**config.mk**
```make
export PLATFORM = sky130hd
export DESIGN_NAME = uart_tx_mmio_flat
export DESIGN_NICKNAME = d
export VERILOG_FILES = /design/src/rtl/uart_pkg.sv /design/src/rtl/uart_tx_mmio_if.sv /design/src/rtl/sync_fifo.sv /design/src/rtl/uart_tx_mmio.sv /design/src/flat_wrapper.sv
export SDC_FILE = /design/constraint.sdc
export NUM_CORES = 1
export LEC_CHECK = 0
export CORE_UTILIZATION = 50
export DETAILED_ROUTE_END_ITERATION = 8
export PLACE_DENSITY = 0.67
export SETUP_SLACK_MARGIN = 0.1
export SLEW_MARGIN = 10
export SYNTH_ARGS = -nofsm -noshare
export SYNTH_HDL_FRONTEND = slang
export SYNTH_SLANG_ARGS = --single-unit
```
**constraint.sdc**
```tcl
create_clock -name clk -period 3.75 [get_ports clk]
set_clock_uncertainty 0.1 [all_clocks]
set_input_delay 0.375 -clock clk [delete_from_list [all_inputs] [get_ports clk]]
set_output_delay 0.375 -clock clk [all_outputs]
set_load 0.05 [all_outputs]
```
**src/rtl/uart_pkg.sv**
```systemverilog
// uart_pkg: shared UART TX encodings, frame constants and MMIO map.
// Imported by the interface, the transmitter and MemOrIO.
package uart_pkg;

    typedef enum logic [1:0] {
        IDLE  = 2'd0,
        START = 2'd1,
        DATA  = 2'd2,
        STOP  = 2'd3
    } tx_state_t;

    localparam int DATA_BITS = 8;
    localparam int STOP_BITS = 1;

    localparam logic [7:0] TX_DATA_OFS = 8'h00;
    localparam logic [7:0] TX_STAT_OFS = 8'h04;

    function automatic int clks_per_bit(input int clk_freq, input int baud);
        return clk_freq / baud;
    endfunction

endpackage

```
**src/rtl/uart_tx_mmio_if.sv**
```systemverilog
// uart_tx_mmio_if: MemOrIO-side write strobe and status bundle.
// master = MemOrIO, slave = transmitter.
interface uart_tx_mmio_if #(
    parameter int FIFO_DEPTH = 16
);
    import uart_pkg::*;

    localparam int CW = $clog2(FIFO_DEPTH) + 1;

    logic          wr_en;
    logic [7:0]    wr_data;
    logic          clr_ovf;
    logic          tx_busy;
    logic          fifo_full;
    logic          fifo_empty;
    logic [CW-1:0] fifo_count;
    logic          overflow;

    modport master (
        output wr_en, wr_data, clr_ovf,
        input  tx_busy, fifo_full, fifo_empty, fifo_count, overflow
    );

    modport slave (
        input  wr_en, wr_data, clr_ovf,
        output tx_busy, fifo_full, fifo_empty, fifo_count, overflow
    );

endinterface

```
**src/rtl/sync_fifo.sv**
```systemverilog
// sync_fifo: single-clock FIFO, power-of-two depth.
// Push when full and pop when empty are ignored.
module sync_fifo #(
    parameter int WIDTH = 8,
    parameter int DEPTH = 16
) (
    input  logic                   clk,
    input  logic                   rstn,
    input  logic                   push,
    input  logic [WIDTH-1:0]       wr_data,
    input  logic                   pop,
    output logic [WIDTH-1:0]       rd_data,
    output logic                   full,
    output logic                   empty,
    output logic [$clog2(DEPTH):0] count
);
    localparam int AW = $clog2(DEPTH);

    logic [WIDTH-1:0] mem [DEPTH];
    logic [AW-1:0]    wr_ptr;
    logic [AW-1:0]    rd_ptr;
    logic             do_push;
    logic             do_pop;

    assign full    = (count == (AW+1)'(DEPTH));
    assign empty   = (count == '0);
    assign do_push = push && !full;
    assign do_pop  = pop && !empty;
    assign rd_data = mem[rd_ptr];

    always_ff @(posedge clk) begin
        if (do_push) mem[wr_ptr] <= wr_data;
    end

    // Pointers wrap naturally since DEPTH is a power of two.
    always_ff @(posedge clk or negedge rstn) begin
        if (!rstn) begin
            wr_ptr <= '0;
            rd_ptr <= '0;
            count  <= '0;
        end else begin
            if (do_push) wr_ptr <= wr_ptr + AW'(1);
            if (do_pop)  rd_ptr <= rd_ptr + AW'(1);
            unique case ({do_push, do_pop})
                2'b10:   count <= count + (AW+1)'(1);
                2'b01:   count <= count - (AW+1)'(1);
                default: count <= count;
            endcase
        end
    end

endmodule

```
**src/rtl/uart_tx_mmio.sv**
```systemverilog
// uart_tx_mmio: MMIO-fed 8N1 UART transmitter, LSB first.
// A byte FIFO decouples CPU writes from the serial line.
module uart_tx_mmio
    import uart_pkg::*;
#(
    parameter int CLK_FREQ   = 23000000,
    parameter int BAUD       = 115200,
    parameter int FIFO_DEPTH = 16
) (
    input  logic          clk,
    input  logic          rstn,
    uart_tx_mmio_if.slave bus,
    output logic          tx
);
    localparam int CLKS_PER_BIT = clks_per_bit(CLK_FREQ, BAUD);
    localparam int BW = (CLKS_PER_BIT > 2) ? $clog2(CLKS_PER_BIT) : 1;
    localparam logic [BW-1:0] BAUD_LAST = BW'(CLKS_PER_BIT - 1);
    localparam logic [2:0]    BIT_LAST  = 3'(DATA_BITS - 1);
    localparam int CW = $clog2(FIFO_DEPTH) + 1;

    tx_state_t      state_q, state_n;
    logic [BW-1:0]  cnt_q, cnt_n;
    logic [2:0]     idx_q, idx_n;
    logic [7:0]     shift_q, shift_n;
    logic           tx_n;
    logic           busy_q, busy_n;
    logic           ovf_q;
    logic           pop;
    logic           bit_end;
    logic [7:0]     fifo_dout;
    logic           fifo_full;
    logic           fifo_empty;
    logic [CW-1:0]  fifo_count;

    sync_fifo #(
        .WIDTH (8),
        .DEPTH (FIFO_DEPTH)
    ) u_fifo (
        .clk     (clk),
        .rstn    (rstn),
        .push    (bus.wr_en),
        .wr_data (bus.wr_data),
        .pop     (pop),
        .rd_data (fifo_dout),
        .full    (fifo_full),
        .empty   (fifo_empty),
        .count   (fifo_count)
    );

    assign bit_end        = (cnt_q == BAUD_LAST);
    assign bus.fifo_full  = fifo_full;
    assign bus.fifo_empty = fifo_empty;
    assign bus.fifo_count = fifo_count;
    assign bus.tx_busy    = busy_q;
    assign bus.overflow   = ovf_q;

    always_comb begin
        state_n = state_q;
        cnt_n   = cnt_q;
        idx_n   = idx_q;
        shift_n = shift_q;
        pop     = 1'b0;
        unique case (state_q)
            IDLE: begin
                if (!fifo_empty) begin
                    pop     = 1'b1;
                    shift_n = fifo_dout;
                    cnt_n   = '0;
                    state_n = START;
                end
            end
            START: begin
                cnt_n = cnt_q + BW'(1);
                if (bit_end) begin
                    cnt_n   = '0;
                    idx_n   = '0;
                    state_n = DATA;
                end
            end
            DATA: begin
                cnt_n = cnt_q + BW'(1);
                if (bit_end) begin
                    cnt_n   = '0;
                    shift_n = shift_q >> 1;
                    if (idx_q == BIT_LAST) state_n = STOP;
                    else idx_n = idx_q + 3'd1;
                end
            end
            STOP: begin
                cnt_n = cnt_q + BW'(1);
                if (bit_end) begin
                    cnt_n   = '0;
                    state_n = IDLE;
                    // Chain straight into the next frame.
                    if (!fifo_empty) begin
                        pop     = 1'b1;
                        shift_n = fifo_dout;
                        state_n = START;
                    end
                end
            end
        endcase
        tx_n = 1'b1;
        if (state_n == START)     tx_n = 1'b0;
        else if (state_n == DATA) tx_n = shift_n[0];
        busy_n = (state_n != IDLE);
    end

    always_ff @(posedge clk or negedge rstn) begin
        if (!rstn) begin
            state_q <= IDLE;
            cnt_q   <= '0;
            idx_q   <= '0;
            shift_q <= '0;
            tx      <= 1'b1;
            busy_q  <= 1'b0;
        end else begin
            state_q <= state_n;
            cnt_q   <= cnt_n;
            idx_q   <= idx_n;
            shift_q <= shift_n;
            tx      <= tx_n;
            busy_q  <= busy_n;
        end
    end

    // A dropped push beats a same-edge clear.
    always_ff @(posedge clk or negedge rstn) begin
        if (!rstn)                        ovf_q <= 1'b0;
        else if (bus.wr_en && fifo_full) ovf_q <= 1'b1;
        else if (bus.clr_ovf)             ovf_q <= 1'b0;
    end

endmodule
```
**src/flat_wrapper.sv**
```systemverilog
// flat-port wrapper written by rule: the top's interface ports become plain ports
module uart_tx_mmio_flat import uart_pkg::*;
#(
    parameter int CLK_FREQ   = 23000000,
    parameter int BAUD       = 115200,
    parameter int FIFO_DEPTH = 16
)
  (clk, rstn, tx, bus_wr_en, bus_wr_data, bus_clr_ovf, bus_tx_busy, bus_fifo_full, bus_fifo_empty, bus_fifo_count, bus_overflow);
  uart_tx_mmio_if #(.FIFO_DEPTH(FIFO_DEPTH)) bus_i ();
  input  logic clk;
  input  logic rstn;
  output logic tx;
  input wire logic [$bits(bus_i.wr_en)-1:0] bus_wr_en;
  input wire logic [$bits(bus_i.wr_data)-1:0] bus_wr_data;
  input wire logic [$bits(bus_i.clr_ovf)-1:0] bus_clr_ovf;
  output wire logic [$bits(bus_i.tx_busy)-1:0] bus_tx_busy;
  output wire logic [$bits(bus_i.fifo_full)-1:0] bus_fifo_full;
  output wire logic [$bits(bus_i.fifo_empty)-1:0] bus_fifo_empty;
  output wire logic [$bits(bus_i.fifo_count)-1:0] bus_fifo_count;
  output wire logic [$bits(bus_i.overflow)-1:0] bus_overflow;
  assign bus_i.wr_en = bus_wr_en;
  assign bus_i.wr_data = bus_wr_data;
  assign bus_i.clr_ovf = bus_clr_ovf;
  assign bus_tx_busy = bus_i.tx_busy;
  assign bus_fifo_full = bus_i.fifo_full;
  assign bus_fifo_empty = bus_i.fifo_empty;
  assign bus_fifo_count = bus_i.fifo_count;
  assign bus_overflow = bus_i.overflow;
  uart_tx_mmio #(.CLK_FREQ(CLK_FREQ), .BAUD(BAUD), .FIFO_DEPTH(FIFO_DEPTH)) u_core (.clk(clk), .rstn(rstn), .bus(bus_i), .tx(tx));
endmodule
```
**After elaboration in Yosys (flattened, before gate mapping)**

Memory sizes are Yosys's and may differ from the RTL's.
Cells that the tools add are included.

- $add $sub $neg: 6
- Multipliers: 0
- Div/mod/pow operators: 0
- Order comparisons: 0
- Equality and inequality tests: 15
- Shifts and indexed selects: 0
- Muxes and demuxes: 28
- Bitwise gates (word level): 0
- Reductions and logical operators: 15

Operators with widths:

| operator | count |
|---|---|
| 8-bit two-way mux | 5 |
| 8-bit case mux with 3 select lines | 1 |
| 8-bit case mux with 2 select lines | 1 |
| 2-bit two-way mux | 5 |
| 5-bit case mux with 2 select lines | 1 |
| 1-bit two-way mux | 9 |
| 3-bit two-way mux | 3 |
| 4-bit by 1-bit adder with 4-bit output, second input constant | 2 |
| 8-bit by 1-bit adder with 8-bit output, second input constant | 1 |
| 2-bit equality test, second input constant | 4 |
| 8-bit equality test, second input constant | 1 |
| 2-bit case mux with 4 select lines | 1 |
| 2-bit nonzero test | 4 |
| 2-bit by 1-bit equality test with 1-bit output, second input constant | 3 |
| 2-bit by 1-bit != test with 1-bit output, second input constant | 3 |
| 3-bit case mux with 2 select lines | 1 |
| 5-bit by 1-bit adder with 5-bit output, second input constant | 1 |
| 5-bit equality test, second input constant | 1 |
| 5-bit zero test | 1 |
| 5-bit by 1-bit subtractor with 5-bit output, second input constant | 1 |
| 2-bit != test, second input constant | 2 |
| 4-bit AND reduction | 1 |
| 3-bit by 1-bit adder with 3-bit output, second input constant | 1 |
| 3-bit equality test, second input constant | 1 |
| 7 further kinds | 10 |

- Register bits: 37
- Latch bits: 0
- Bits in writable memories: 128
- Memory bits (read-only): 0
- Input bits: 12
- Output and inout port bits: 10
- Logic and storage cells: 76
- Memories: 1

Memory list:

| name | depth | bits a word | rd ports | clocked after memory_dff | wr ports | RTL line | source |
|---|---|---|---|---|---|---|---|
| u_core.u_fifo.mem | 16 | 8 | 1 | 0 | 1 | sync_fifo.sv:19 | `logic [WIDTH-1:0] mem [DEPTH];` |

**Depth between registers and ports, before layout**

Gate-level depths: netlist (run 1).

- Depth after elaboration: 7
- Depth in mapped cells: 12
- Mapped depth without buffers: 12

**By module**

A second synthesis (run 1) with hierarchy kept.

- Cell total of the unflattened synthesis: 487
- Area total of the unflattened synthesis: 7189.4 µm²

By module, submodules not included:

| module | instances | cells each | area an instance (µm²) | sequential area each (µm²) |
|---|---|---|---|---|
| sync_fifo | 1 | 332 | 5779.3 | 4169.0 |
| uart_tx_mmio | 1 | 155 | 1410.1 | 601.8 |

**Least setup slack after synthesis (run 1)**

No wires, ideal clock.

- Kind: reg2reg
- From: register u_core.u_fifo.count[0]
- To: register u_core.u_fifo.count[4]
- Setup time: 0.123 ns
- Data arrival time: 2.875 ns
- Data required time: 3.527 ns
- Slack: 0.652 ns
- Stages on the path, launching flop included: 12
- Path buffers: 0
- Period minus slack after synthesis: 3.098 ns
- Cells stage by stage: dfrtp_1 > nor4_2 > nand2_1 > inv_2 > nor3_2 > ha_1 > fa_1 > a21o_1 > a21oi_1 > xor2_1 > nor2_1 > xnor2_1

- Longest elaborated chain between the ends: 7
- Elaborated cells between the ends (all ways): 15
- Classes of those cells: add/sub (2); eq/ne (3); mux (4); reduce/logical (6)

RTL lines:

| what | RTL line | source |
|---|---|---|
| from (decl) | sync_fifo.sv:15 | `output logic [$clog2(DEPTH):0] count` |
| from (signal assigned) | sync_fifo.sv:45 | `2'b10: count <= count + (AW+1)'(1);` |
| from (signal assigned) | sync_fifo.sv:46 | `2'b01: count <= count - (AW+1)'(1);` |
| from (signal assigned) | sync_fifo.sv:47 | `default: count <= count;` |
| 5-bit zero test * | sync_fifo.sv:26 | `assign empty = (count == '0);` |
| named net bus_fifo_empty | flat_wrapper.sv:18 | `output wire logic [$bits(bus_i.fifo_empty)-1:0] bus_fifo_empty;` |
| 1-bit two-way mux | uart_tx_mmio.sv:65, uart_tx_mmio.sv:95 |  |
| 1-bit two-way mux | uart_tx_mmio.sv:91 | `if (bit_end) begin` |
| 1-bit case mux with 2 select lines | uart_tx_mmio.sv:63 | `unique case (state_q)` |
| 1-bit logical AND * | sync_fifo.sv:28 | `assign do_pop = pop && !empty;` |
| named net u_core.u_fifo.do_pop | sync_fifo.sv:23 | `logic do_pop;` |
| 2-bit by 1-bit equality test with 1-bit output / 2-bit equality test (equally long branches) | sync_fifo.sv:44 | `unique case ({do_push, do_pop})` |
| 5-bit case mux with 2 select lines / 2-bit nonzero test (equally long branches) | - |  |

Mark *: on every way through the listed nets, which the timed path passes. The rest lies on a longest branch.
A chain may end at the register's enable or synchronous reset.

**Worst setup path in the final report (run 1)**

- From: register u_core.cnt_q[0]
- To: register u_core.u_fifo.count[4]

- Longest elaborated chain between the ends: 6
- Elaborated cells between the ends (all ways): 8
- Classes of those cells: eq/ne (3); mux (3); reduce/logical (2)

RTL lines:

| what | RTL line | source |
|---|---|---|
| from (decl) | uart_tx_mmio.sv:22 | `logic [BW-1:0] cnt_q, cnt_n;` |
| from (signal assigned) | uart_tx_mmio.sv:119 | `cnt_q <= cnt_n;` |
| 8-bit equality test * | uart_tx_mmio.sv:50 | `assign bit_end = (cnt_q == BAUD_LAST);` |
| 1-bit two-way mux * | uart_tx_mmio.sv:91 |  |
| 1-bit case mux with 2 select lines * | uart_tx_mmio.sv:63 |  |
| 1-bit logical AND * | sync_fifo.sv:28 |  |
| named net u_core.u_fifo.do_pop | sync_fifo.sv:23 |  |
| 2-bit by 1-bit equality test with 1-bit output / 2-bit equality test (equally long branches) | sync_fifo.sv:44 |  |
| 5-bit case mux with 2 select lines / 2-bit nonzero test (equally long branches) | - |  |

Marked as above.

==> summary.txt, run 1 <==
Yosys
  – Area share of the largest cell type after synthesis: 55.2%
  – Syn Nets: ~440
  – #FFs+latches synth: around 170
  – Async SR Flop Fraction: around 22%
  – Prevailing post-synth register cell: edfxtp_1
  – Top cells by count, synth: 128 x edfxtp_1, 36 x dfrtp_1, 33 x mux4_2
  – Post-synth EDFFs: around 130
  – Yosys top cell by area: edfxtp_1
  – Synth cell types: 53
  – Mapped cell area: between 6000 and 7000 um2
  – Main area contributors after synthesis: edfxtp_1 55%, dfrtp_1 13%, mux4_2 11%
  – Seq/Total Area, Yosys: between 60% and 70%
  – Syn Area/Cell: 17.1 um2
  – Most common cell in the netlist: edfxtp_1
  – Mapped Cells: slightly above 400
  – Yosys synthesis warning count: 0

Power and ir drop
  – Pwr Density: approximately 570 nW/um2
  – Leakage: around 0.0029 uW
  – VDD IR max: 0.000420 V

Clocking
  – CTS Buf Count: 17
  – Clk slew on worst S/H paths: about 0.060 ns
  – CTS Sinks: between 150 and 200
  – Clock buffer depth: 2
  – Setup Fix Bufs, Post-CTS: 0
  – CTS tree: built
  – H-tree depth: 4
  – CTS root buf: clkbuf_16
  – Clk Latency, worst-skew pair: 0.43 ns

GRT
  – Largest net degree at the start of global routing: 38
  – Vias in the first global route: 3,939
  – Tot GR Track Use: 21.4%
  – Grt ovf: 0
  – First-pass GRT wire length: between 20,000 and 25,000 um
  – Initial antenna violation count: 0

Setup path
  – Setup Crit Path Kind: register to register
  – Slowest CP cell: fa_1
  – Crit path cell chain: inv_1 > ha_1 > and3b_1 > a31oi_1 > nor3_2 > ha_1 > fa_1 > a21o_1 > a21oi_1 > xor2_1 > nor2_1 > xnor2_1
  – Top cell by count, worst path: ha_1
  – Largest delay share family, worst path: adder cells
  – Worst Path Required: 3.96 ns
  – Endpoint type of the worst setup path: register
  – CP max FO: 5
  – CP Buf/Inv Count: 1
  – Critical Path Source Type: register
  – Peak per-stage delay on the critical path: around 0.44 ns
  – Critical Path AT: between 3 and 4 ns

Routing
  – DR pass1 iterations: 4
  – 1st-iter DRT viols: about 370
  – Drc violations: 0
  – DR vias: 3,699
  – Antenna Nets Post-Route: 0
  – Vias per inst: slightly below 6
  – WL final: 13,700 um
  – DR WL/cell: about 22 um

Layout
  – FF+latch area: 4770 um2
  – Synth-to-layout area growth: 15.1%
  – Fin nets: roughly 480
  – Share of cells above drive strength 1: between 20% and 30%
  – Final instance area: roughly 8000 um2
  – Number of diodes: 0
  – # fillers: 991
  – Multi-input gate area: about 2100 um2

Run status
  – Outcome: finished clean

Placement
  – RD Place Congestion: about 0.95
  – Number of I/O port buffers: 21
  – DP Area: around 7400 um2
  – HPWL after detailed placement: 8810 um

Floorplan
  – Initial Util: 52.0%
  – # IOs: 22
  – Die area: ~14,000 um2
  – Core ar.: between 10,000 and 15,000 um2
  – Rows: 42
  – Die X: about 120 um
  – Die H: around 120 um

STA
  – Final worst-path cycle share: between 80% and 90%
  – Max Slew Vio Count: 0
  – Slew HR: 44.9%
  – Worst slew pin tran: 0.827 ns
  – RSZ-0062 raised after global routing: false
  – Final setup TNS: 0 ns
  – Setup-failing EPs final: 0
  – Highest attainable clock frequency: 329 MHz
  – Tmin final: slightly above 3 ns
  – Final hold vios: 0

Job
  – MaxCap Viol Count: 0

Min path
  – Worst hold-check path type: register to register
==> layer usage <==
layer  global-route usage [%]  vias up  wire (um)
met3                     5.18       25        684
met2                     34.7      103       6990
met1                     27.4     1897       5780
met4                     9.38        0        287
met5                        0        -          0
li1                         -     1674          -
==> area by class of cell <==
cell class	count	area share [%]
Inverter	14	0.656
Sequential cell	165	59.6
Clock buffer	17	5.31
Timing Repair Buffer	40	4.53
Tap cell	176	2.75
Clock inverter	15	1.61
Multi-Input combinational cell	210	25.6
==> final timing paths <==
check / end / slack [ns] / cells past startpoint / start
setup / recovery: u_core.u_fifo.count[4] / 0.71 / 12 / u_core.cnt_q[0]
hold / removal: u_core.shift_q[6] / 0.40 / 2 / u_core.shift_q[6]
setup reg to reg: u_core.u_fifo.count[4] / 0.71 / 12 / u_core.cnt_q[0]
hold reg to reg: u_core.shift_q[6] / 0.40 / 2 / u_core.shift_q[6]
max in group asynchronous: u_core.u_fifo.rd_ptr[1] / 2.51 / 2 / rstn
min in group asynchronous: u_core.cnt_q[4] / 0.48 / 2 / rstn
==> layout by cell type (no fill, tap or decap), types with 2 or more instances in the layout <==
master	n
a21o_1	3
a21oi_1	8
a22o_1	4
a22oi_1	6
a31oi_1	2
and2_1	2
and4_1	2
buf_4	17
clkbuf_16	17
clkdlybuf4s50_1	20
clkinv_1	3
clkinv_2	3
clkinvlp_4	2
dfrtp_1	34
dfrtp_2	2
edfxtp_1	128
ha_1	18
inv_1	13
inv_6	3
inv_8	2
mux2_2	3
mux2i_1	4
mux4_1	3
mux4_2	33
nand2_1	25
nand2b_1	3
nand3_1	9
nand4_1	4
nor2_1	25
nor3_1	5
nor3_2	3
o21ai_0	6
o21ai_1	2
o22ai_1	2
o2bb2ai_1	3
xnor2_1	9
xor2_1	8
==> kinds of logic (layout without fill, tap and decap cells) <==
group / after synthesis / in the layout / synth area share (%)
XOR/XNOR: 17 / 17 / 2.14
AND/OR/NAND/NOR: 85 / 85 / 6.18
adder cells (fa/ha/maj): 19 / 19 / 3.52
flip-flops: 165 / 165 / 68.5
AO/OA/AOI/OAI: 45 / 45 / 4.58
multiplexers: 44 / 44 / 13.0
buffers and inverters: 33 / 86 / 2.03
==> power by group <==
| part | switching, uW | internal, uW |
|---|---|---|
| Sequential | 99.7 | 2170 |
| Clock | 710 | 917 |
| Combinational | 420 | 246 |
| Total | 1230 | 3330 |
==> worst min-delay path: stages (launching register included) <==
cell and delay [ns]:
dfrtp_1 0.35, a22oi_1 0.07, nand2_1 0.06
==> per-stage QoR <==
stage | instances | utilization [%] | hold slack, ns | total power, uW | worst slack, ns
final | 637 | 59.8 | 0.404 | 4560 | 0.714
after floorplan | 408 | - | -0.0206 | 2700 | 0.652
after CTS | 637 | 59.8 | 0.410 | 4600 | 0.725
after global placement | 604 | 55.6 | 0.374 | 2940 | 0.863
after detailed placement | 604 | 55.6 | 0.392 | 2970 | 0.744
after global routing | 637 | 59.8 | 0.428 | 4730 | 0.410
==> sequential cells by signal (all words and copies together), names as in the netlist <==
signal	cells
u_core.u_fifo.mem	128
u_core.cnt_q	8
u_core.shift_q	8
u_core.u_fifo.count	5
u_core.u_fifo.rd_ptr	4
u_core.u_fifo.wr_ptr	4
u_core.idx_q	3
u_core.state_q	2
u_core.bus.overflow	1
u_core.bus.tx_busy	1
u_core.tx	1
==> repair_timing <==
| item | CTS | global route |
|---|---|---|
| setup endpoints to repair | 0 | 0 |
| gates resized for setup | 0 | 0 |
| endpoints found under the hold margin | 36 | 0 |
| hold buffers | 1 | 0 |
Note: power is estimated with default switching activity, not from simulation.
==> inputs of run 2 (changes only) <==
==> constraint.sdc (replaced) <==
create_clock -name clk -period 3 [get_ports clk]
set_clock_uncertainty 0.1 [all_clocks]
set_input_delay 0.3 -clock clk [delete_from_list [all_inputs] [get_ports clk]]
set_output_delay 0.3 -clock clk [all_outputs]
set_load 0.05 [all_outputs]
==> summary.txt, run 2 (synthesis gave the netlist of run 1 again) <==
Clocking
  – H-tree depth: 4
  – Clock buffer depth: 2
  – Clk Latency, worst-skew pair: 0.43 ns
  – CTS Sinks: roughly 170
  – CTS Buf Count: 17
  – CTS root buf: clkbuf_16
  – CTS tree: built
  – Clk slew on worst S/H paths: 0.06 ns

STA
  – Final setup TNS: 0 ns
  – Setup-failing EPs final: 0
  – Worst slew pin tran: 1.09 ns
  – Slew HR: a little over a quarter
  – Final worst slack: 0.307 ns
  – Final hold vios: 0
  – Highest attainable clock frequency: approximately 370 MHz
  – Tmin final: about 2.7 ns
  – Final worst-path cycle share: ~90%
  – RSZ-0062 raised after global routing: false
  – Max Slew Vio Count: 0

Floorplan
  – Die X: 120 um
  – Core ar.: between 10,000 and 15,000 um2
  – Die H: around 120 um
  – Initial Util: 52.0%
  – Die area: roughly 14,000 um2
  – # IOs: 22
  – Rows: 42

Layout
  – Max reg flops: 128
  – Biggest regs: u_core.u_fifo.mem (128), u_core.cnt_q (8), u_core.shift_q (8)
  – Multi-input gate area: between 2000 and 2500 um2
  – # fillers: just under 1,000
  – Most common cell after layout, fill and taps aside: edfxtp_1
  – Most frequent cells in the layout: 128 x edfxtp_1, 33 x mux4_2, 32 x dfrtp_1
  – FF+latch area: 4780 um2
  – Biggest register: u_core.u_fifo.mem
  – Non-Filler Instances: about 640
  – Final instance area: roughly 8000 um2
  – Fin nets: approximately 480
  – Number of diodes: 0
  – Share of cells above drive strength 1: approximately 23%
  – Synth-to-layout area growth: 16.4%

Min path
  – Worst hold-check path type: input pin to register
  – Min-Delay Path Depth: 3
  – Worst hold endpoint: u_core.bus.overflow
  – Hold Startpoint: bus_clr_ovf

Setup path
  – Endpoint type of the worst setup path: register
  – Flop-to-flop setup slack: 0.31 ns
  – Worst Path Required: around 3.2 ns
  – CP Buf/Inv Count: 1
  – Critical Path Source Type: register
  – Peak per-stage delay on the critical path: between 0.4 and 0.5 ns
  – CP max FO: 5
  – Critical Path AT: approximately 2.9 ns
  – Reg2reg end: u_core.u_fifo.count[4]
  – Largest delay share family, worst path: adder cells
  – Crit path cell chain: inv_1 > ha_1 > and3b_1 > a31oi_2 > nor3_2 > ha_2 > fa_1 > a21o_1 > a21oi_1 > xor2_1 > nor2_1 > xnor2_1
  – Worst r2r src: u_core.cnt_q[0]
  – Worst R2R Path Depth: 12
  – Slowest CP cell: fa_1
  – Setup Crit Path Kind: register to register

Placement
  – Placed cell count: between 600 and 700
  – Worst slack, placed: roughly 0.16 ns
  – Number of I/O port buffers: 21
  – DP Area: approximately 7500 um2
  – HPWL after detailed placement: 8240 um
  – RD Place Congestion: a little over 0.8

Routing
  – DR vias: 3,655
  – Vias per inst: around 5.7
  – DR WL/cell: ~21 um
  – DR pass1 iterations: 4
  – Antenna Nets Post-Route: 0
  – 1st-iter DRT viols: about 210
  – Drc violations: 0
  – WL final: 13,300 um

GRT
  – First-pass GRT wire length: around 21,000 um
  – Grt ovf: 0
  – Vias in the first global route: about 3,800
  – Largest net degree at the start of global routing: 38
  – Tot GR Track Use: between 20% and 30%
  – Initial antenna violation count: 0

Power and ir drop
  – VDD IR max: just under 0.0005 V
  – Leakage: between 0.002 and 0.003 uW
  – Power Total: roughly 6000 uW
  – Pwr Density: 727 nW/um2

Run status
  – Outcome: finished clean

Job
  – MaxCap Viol Count: 0
run 2: changes by cell type in the layout (fill, tap and decap cells not counted), moves of 2 or more:
| cell | previous run | this run |
|---|---|---|
| clkinv_2 | 3 | 1 |
| bufinv_16 | 1 | 3 |
| clkinv_1 | 3 | 1 |
| buf_4 | 17 | 19 |
| dfrtp_1 | 34 | 32 |
| clkinv_4 | 1 | 3 |
| dfrtp_2 | 2 | 4 |
run 2: power by group:
| group | internal [uW] | total, uW | switching, uW |
|---|---|---|---|
| sequential | 2710 | 2850 | 136 |
| combinational | 312 | 830 | 519 |
| clock | 1320 | 2210 | 896 |
run 2: how the worst max path moves through the flow:
stage                      startpoint                     end  slack, ns  cells past startpoint
5_1_grt               u_core.cnt_q[0]  u_core.u_fifo.count[4]       0.11                     12
6_report              u_core.cnt_q[0]  u_core.u_fifo.count[4]       0.31                     12
3_5_place_dp   u_core.u_fifo.count[0]  u_core.u_fifo.count[4]       0.16                     11
2_1_floorplan  u_core.u_fifo.count[0]  u_core.u_fifo.count[4]       0.12                     11
3_3_place_gp   u_core.u_fifo.count[0]  u_core.u_fifo.count[4]       0.24                     11
4_1_cts        u_core.u_fifo.count[0]  u_core.u_fifo.count[4]       0.15                     11
run 2: timing repair:
action / CTS / global route
endpoints found under the setup margin: 0 / 2
hold buffers: 1 / 0
gates resized for setup: 0 / 3
endpoints found under the hold margin: 36 / 0
setup buffers: 0 / 1
run 2: layer usage:
| layer | wire length [um] | vias to the layer above | part of all wire (%) | global-route usage [%] |
|---|---|---|---|---|
| met5 | 0 | - | 0 | 0 |
| met4 | 351 | 0 | 2.6 | 9.06 |
| met3 | 480 | 24 | 3.6 | 4.90 |
| met2 | 6820 | 70 | 51 | 34.7 |
| met1 | 5670 | 1877 | 43 | 25.8 |
| li1 | - | 1684 | - | - |
run 2: worst min-delay path, delay by kind of cell:
family / cells / cell delay, ns
compound gates: 1 / 0.12
buf+inv: 2 / 0.45
run 2: layout make-up:
cell class | count | share of cell area [%]
Clock buffer | 18 | 5.30
Clock inverter | 13 | 2.13
Inverter | 14 | 0.680
Multi-Input combinational cell | 210 | 25.6
Sequential cell | 165 | 58.9
Tap cell | 176 | 2.72
Timing Repair Buffer | 42 | 4.66
run 2: through the flow:
step                util [%]  hold slack, ns
floorplan                  -         -0.0956
global placement        55.8           0.341
detailed placement      55.8           0.347
CTS                     60.3           0.372
global route            60.5           0.411
finish                  60.5           0.379
